--- config.mk ---
export PLATFORM = sky130hd
export DESIGN_NAME = phase_signal_gen
export DESIGN_NICKNAME = d
export VERILOG_FILES = /design/src/rtl/phase_signal_gen.sv
export SDC_FILE = /design/constraint.sdc
export NUM_CORES = 1
export LEC_CHECK = 0
export CELL_PAD_IN_SITES_DETAIL_PLACEMENT = 0
export CELL_PAD_IN_SITES_GLOBAL_PLACEMENT = 1
export CORE_MARGIN = 2
export CORE_UTILIZATION = 37
export DETAILED_ROUTE_END_ITERATION = 10
export PLACE_DENSITY = 0.91
export SYNTH_ARGS = -nofsm -noshare
export SYNTH_HDL_FRONTEND = slang
export SYNTH_SLANG_ARGS = --single-unit
--- constraint.sdc ---
create_clock -name i_clock -period 4.5 [get_ports i_clock]
set_clock_uncertainty 0.15 [all_clocks]
set_input_delay 0.675 -clock i_clock [delete_from_list [all_inputs] [get_ports i_clock]]
set_output_delay 0.675 -clock i_clock [all_outputs]
set_load 0.01 [all_outputs]
--- src/rtl/phase_signal_gen.sv ---
// phase_signal_gen: two-channel square-wave sample generator with an
// AXIS-style valid/ready output. Channel A sits in the upper half of the
// output word, channel B in the lower half; B leads A by a programmable
// number of samples. Generation runs only while the IAGC status equals
// IAGC_STATUS_INIT.
module phase_signal_gen #(
  parameter int                          IAGC_STATUS_SIZE = 4,
  parameter logic [IAGC_STATUS_SIZE-1:0] IAGC_STATUS_INIT = 4'b0001,
  parameter int                          AXIS_DATA_SIZE   = 32,
  parameter int                          SAMPLE_DIV       = 4,
  parameter int                          HALF_PERIOD      = 8,
  parameter logic [AXIS_DATA_SIZE/2-1:0] AMPLITUDE        = 16'h4000
) (
  input  logic                        i_clock,
  input  logic                        i_reset_n,
  input  logic [IAGC_STATUS_SIZE-1:0] i_iagc_status,
  input  logic [7:0]                  i_phase_offset,
  input  logic                        i_ready,
  output logic                        o_valid,
  output logic [AXIS_DATA_SIZE-1:0]   o_data,
  output logic                        o_sample,
  output logic                        o_overrun
);

  localparam int PERIOD  = 2 * HALF_PERIOD;
  localparam int PHASE_W = $clog2(PERIOD);
  localparam int DIV_W   = $clog2(SAMPLE_DIV);
  localparam int CH_W    = AXIS_DATA_SIZE / 2;

  localparam logic [PHASE_W-1:0] PHASE_MAX = PHASE_W'(PERIOD - 1);
  localparam logic [DIV_W-1:0]   DIV_MAX   = DIV_W'(SAMPLE_DIV - 1);
  localparam logic [CH_W-1:0]    AMP_NEG   = (~AMPLITUDE) + CH_W'(1);

  typedef enum logic [1:0] {
    S_IDLE  = 2'd0,
    S_ALIGN = 2'd1,
    S_RUN   = 2'd2
  } state_t;

  state_t                  r_state;
  state_t                  w_state_next;
  logic [DIV_W-1:0]        r_div;
  logic [PHASE_W-1:0]      r_phase;
  logic [PHASE_W-1:0]      r_offset_q;
  logic [7:0]              r_offset_src;
  logic                    r_valid;
  logic [AXIS_DATA_SIZE-1:0] r_data;
  logic                    r_sample;
  logic                    r_overrun;

  logic                    w_enable;
  logic                    w_slot;
  logic [PHASE_W-1:0]      w_offset_clamped;
  logic [PHASE_W-1:0]      w_phase_b;
  logic [AXIS_DATA_SIZE-1:0] w_word;

  // Square-wave level for a phase position: positive first half, negative second.
  function automatic logic [CH_W-1:0] level_of(input logic [PHASE_W-1:0] ph);
    logic [CH_W-1:0] lvl;
    if (32'(ph) < HALF_PERIOD) begin
      lvl = AMPLITUDE;
    end else begin
      lvl = AMP_NEG;
    end
    return lvl;
  endfunction

  // Modular addition of two phase positions within one period.
  function automatic logic [PHASE_W-1:0] phase_add(input logic [PHASE_W-1:0] a,
                                                   input logic [PHASE_W-1:0] b);
    logic [PHASE_W:0] s;
    s = {1'b0, a} + {1'b0, b};
    if (s >= (PHASE_W + 1)'(PERIOD)) begin
      s = s - (PHASE_W + 1)'(PERIOD);
    end else begin
      s = s;
    end
    return s[PHASE_W-1:0];
  endfunction

  assign w_enable = (i_iagc_status == IAGC_STATUS_INIT);

  // Offsets beyond one period are pinned to the last phase position.
  assign w_offset_clamped = ({24'd0, i_phase_offset} > 32'(PERIOD - 1)) ?
                            PHASE_MAX : PHASE_W'(i_phase_offset);

  assign w_phase_b = phase_add(r_phase, r_offset_q);
  assign w_word    = {level_of(r_phase), level_of(w_phase_b)};

  // A slot only counts while the FSM remains in RUN on this edge.
  assign w_slot = (r_state == S_RUN) && (w_state_next == S_RUN) && (r_div == DIV_MAX);

  // FSM state register.
  always_ff @(posedge i_clock or negedge i_reset_n) begin
    if (!i_reset_n) begin
      r_state <= S_IDLE;
    end else begin
      r_state <= w_state_next;
    end
  end

  // FSM next-state logic; losing INIT status always returns to IDLE.
  always_comb begin
    w_state_next = r_state;
    case (r_state)
      S_IDLE: begin
        if (w_enable) w_state_next = S_ALIGN;
        else          w_state_next = S_IDLE;
      end
      S_ALIGN: begin
        if (w_enable) w_state_next = S_RUN;
        else          w_state_next = S_IDLE;
      end
      S_RUN: begin
        if (!w_enable)                            w_state_next = S_IDLE;
        else if (i_phase_offset != r_offset_src) w_state_next = S_ALIGN;
        else                                      w_state_next = S_RUN;
      end
      default: w_state_next = S_IDLE;
    endcase
  end

  // Datapath: divider, phase counter, offset latch and output handshake.
  always_ff @(posedge i_clock or negedge i_reset_n) begin
    if (!i_reset_n) begin
      r_div        <= '0;
      r_phase      <= '0;
      r_offset_q   <= '0;
      r_offset_src <= 8'd0;
      r_valid      <= 1'b0;
      r_data       <= '0;
      r_sample     <= 1'b0;
      r_overrun    <= 1'b0;
    end else begin
      r_sample <= 1'b0;
      if (w_state_next == S_IDLE) begin
        // Idle (or dropping into it): no word on the bus, data parked at zero.
        r_valid <= 1'b0;
        r_data  <= '0;
        r_div   <= '0;
        r_phase <= '0;
      end else if (r_state == S_IDLE) begin
        // Fresh enable: a new generation session starts with a clean overrun flag.
        r_overrun <= 1'b0;
        r_valid   <= 1'b0;
        r_div     <= '0;
        r_phase   <= '0;
      end else if (r_state == S_ALIGN) begin
        r_div        <= '0;
        r_phase      <= '0;
        r_offset_q   <= w_offset_clamped;
        r_offset_src <= i_phase_offset;
        r_valid      <= 1'b0;
      end else if (w_state_next != S_RUN) begin
        // Offset changed: realign, discarding any pending word.
        r_valid <= 1'b0;
      end else begin
        if (r_div == DIV_MAX) begin
          r_div <= '0;
        end else begin
          r_div <= r_div + DIV_W'(1);
        end
        if (w_slot) begin
          if (r_phase == PHASE_MAX) begin
            r_phase <= '0;
          end else begin
            r_phase <= r_phase + PHASE_W'(1);
          end
          if (!r_valid || i_ready) begin
            r_data   <= w_word;
            r_valid  <= 1'b1;
            r_sample <= 1'b1;
          end else begin
            r_overrun <= 1'b1;
          end
        end else if (r_valid && i_ready) begin
          r_valid <= 1'b0;
        end else begin
          r_valid <= r_valid;
        end
      end
    end
  end

  assign o_valid   = r_valid;
  assign o_data    = r_data;
  assign o_sample  = r_sample;
  assign o_overrun = r_overrun;

endmodule

==> results.sh <==
export IMPL_outcome="finished, final reports clean"
export IMPL_start_util_pct=39.1
export IMPL_synth_ff_type="dfrtp_1"
export IMPL_slew_violations=0
export IMPL_reg2reg_setup_slack_ns=2.73
export IMPL_cts_sinks=26
export IMPL_viasPerCell=4.76
export IMPL_synth_edff_count=0
export IMPL_rsz0062_at_grt="false"
export IMPL_fin_nets=209
export IMPL_path_buf_inv=2
export IMPL_setup_violations=0
export IMPL_core_region_area_um2=4090
export IMPL_grt_use_total_pct=12.9
export IMPL_grt_max_degree=27
export IMPL_fin_crit_sh_pct=53.9
export IMPL_gp_congestion=0.741
export IMPL_first_iter_violations=34
export IMPL_synth_cell_area_um2=1600
export IMPL_die_x_um=69.7
export IMPL_clockBufferDepth=2
export IMPL_ys_seq_area_share_pct=40.7
export IMPL_worstPathArrival_ns=2.44
export IMPL_slowest_delay_ns=0.68
export IMPL_drive_gt1_share_pct=6.38
export IMPL_total_leakage_power_uw=0.000833
export IMPL_vdd_drop_max_mv=0.233
export IMPL_area_delta_synth_final_pct=12.0
export IMPL_fmax_mhz=413
export IMPL_rows=23
export IMPL_cts_root_buffer="clkbuf_8"
export IMPL_yosys_warnings=0
export IMPL_clk_pin_slew_ns=0.09
export IMPL_hold_slack_ns=0.350
export IMPL_wire_per_inst_um=12.3
export IMPL_worstPathRequired_ns=4.51
export IMPL_combPwrFrac_pct=15.9
export IMPL_die_y_um=69.7
export IMPL_worstPathMaxFanout=13
export IMPL_worst_setup_path_start_kind="input port"
export IMPL_first_global_vias=1101
export IMPL_pwr_share_seq_pct=55.3
export IMPL_syn_area_per_cell_um2=9.46
export IMPL_hold_violations=0
export IMPL_worstPathCellList="clkdlybuf4s50_1 > or4b_1 > nor2_1 > buf_4 > nand2_1 > o22a_1"
export IMPL_n_antenna_cell=0
export IMPL_path_depth=6
export IMPL_synth_async_reset_ratio_pct=100
export IMPL_ys_ff_latch=26
export IMPL_endpoint_kind="flip-flop"
export IMPL_p_int_uw=336
export IMPL_grt_overflow_total=0
export IMPL_firstDrtPassIters=4
export IMPL_synth_cell_types=40
export IMPL_antenna_found_initial=0
export IMPL_clkPwrFrac_pct=28.7
export IMPL_whs_path_depth=1
export IMPL_p_per_area_nw_per_um2=255
export IMPL_drt_total_wl_um=2930
export IMPL_postCtsResizedCells=0
export IMPL_power_switching_uw=121
export IMPL_netlist_instances=169
export IMPL_drv_cap=0
export IMPL_h_tree_depth=1
export IMPL_hold_buffers=0
export IMPL_crit_family="simple AND/OR/NAND/NOR gates"
export IMPL_crit_slowest_cell="or4b_1"
export IMPL_cts_tree="yes"
export IMPL_setup_tns_ns=0
export IMPL_cts_buffers=3
export IMPL_cts_setup_buffers=0
export IMPL_grt_pass1_wl_um=5120
export IMPL_insertion_delay_ns=0.27
export IMPL_die_area_um2=4860
export IMPL_ios=50
export IMPL_io_buffers=21
export IMPL_hold_class="flip-flop to flip-flop"
export IMPL_fin_crit_ns=2.42
export IMPL_hpwlAfterDp_um=2250
export IMPL_crit_type="input port to flip-flop"
export IMPL_detail_route_antenna_nets=0
export IMPL_dr_total_vias=1133
export IMPL_drc_errors=0
export IMPL_r2r_cells=4
export IMPL_p_sw_share_pct=26.5
## registers in the layout (all words and copies together), names as in the netlist
signal        cells
r_offset_src      8
r_offset_q        4
r_phase           4
o_data            3
r_div             2
r_state           2
o_overrun         1
o_sample          1
o_valid           1
## placed cells by master, fill, tap and decap left out, types with 2 or more instances in the layout
| cell type | n |
|---|---|
| o31ai_1 | 4 |
| and4_1 | 2 |
| nand4_1 | 7 |
| conb_1 | 28 |
| inv_1 | 3 |
| clkdlybuf4s50_1 | 21 |
| nor2_1 | 6 |
| and3_1 | 4 |
| xor2_1 | 2 |
| or2_2 | 2 |
| ha_1 | 4 |
| nand2_1 | 27 |
| a21oi_1 | 9 |
| dfrtp_1 | 26 |
| xnor2_1 | 8 |
| buf_4 | 2 |
| o22a_1 | 4 |
| clkbuf_8 | 3 |
| nand3_1 | 2 |
| and2_1 | 2 |
| mux2i_1 | 2 |
| nand2b_1 | 2 |
## cell usage after synthesis (3+ instances only)
cell type / n / area share [%]
a21oi_1: 9 / 2.8
and3_1: 4 / 1.6
buf_4: 29 / 14
clkbuf_1: 3 / 0.70
dfrtp_1: 26 / 41
ha_1: 4 / 3.1
inv_1: 3 / 0.70
nand2_1: 27 / 6.3
nand4_1: 7 / 2.7
nor2_1: 6 / 1.4
o22a_1: 4 / 2.2
o31ai_1: 4 / 1.9
xnor2_1: 8 / 4.4
## power by group through the flow
stage	Sequential, µW	Clock (µW)	Combinational (µW)
floorplan	256	0	63.3
global placement	258	0	70.9
detailed placement	258	0	73.0
CTS	253	137	73.4
global route	255	147	82.0
finish	253	131	72.8
## layout make-up
cell class | count | area, µm²
Timing Repair Buffer | 23 | 225
Fill cell | 417 | 2300
Clock buffer | 3 | 41.3
Inverter | 3 | 11.3
Multi-Input combinational cell | 133 | 800
Tap cell | 50 | 62.6
Sequential cell | 26 | 651
## path summary, 6_finish.rpt
kind                                  startpoint             to
worst max-delay path            i_iagc_status[1]  r_offset_q[3]
worst min-delay path                   o_overrun      o_overrun
worst max register to register   r_offset_src[2]     r_phase[3]
worst min register to register         o_overrun      o_overrun
max in group asynchronous              i_reset_n  r_offset_q[0]
min in group asynchronous              i_reset_n       o_sample
## cells by family (layout without fill, tap and decap cells)
group / after synthesis / count (layout) / synth area share, %
adders and majority gates: 4 / 4 / 3.13
muxes: 3 / 3 / 1.96
and+or+nand+nor: 64 / 64 / 22.2
DFF: 26 / 26 / 40.7
AOI/OAI and AO/OA: 24 / 24 / 10.6
buffers and inverters: 37 / 29 / 15.6
xor gates and xnor gates: 10 / 10 / 5.48
other: 1 / 28 / 0.235
## routing by layer
layer  wire, µm  GRT usage (%)
met1       1280           16.9
met4          5           1.28
met3        204           3.63
met2       1440           22.0
met5          0              0
## stage by stage
step	util (%)	std cells	instance area, µm²	total power [µW]	setup slack, ns
finish	43.8	238	1790	457	2.08
global route	43.8	238	1790	484	1.98
CTS	43.8	238	1790	463	2.06
detailed placement	42.8	235	1750	331	1.78
global placement	42.8	235	1750	328	1.82
floorplan	-	196	1700	319	2.32
## worst register-to-register path, cell delays in order, from the launching register on
cell and delay [ns]:
dfrtp_1 0.40, xnor2_1 0.24, nand4_1 0.29, o41ai_1 0.45
a21oi_1 0.12
(Power assumes the default switching activity.)
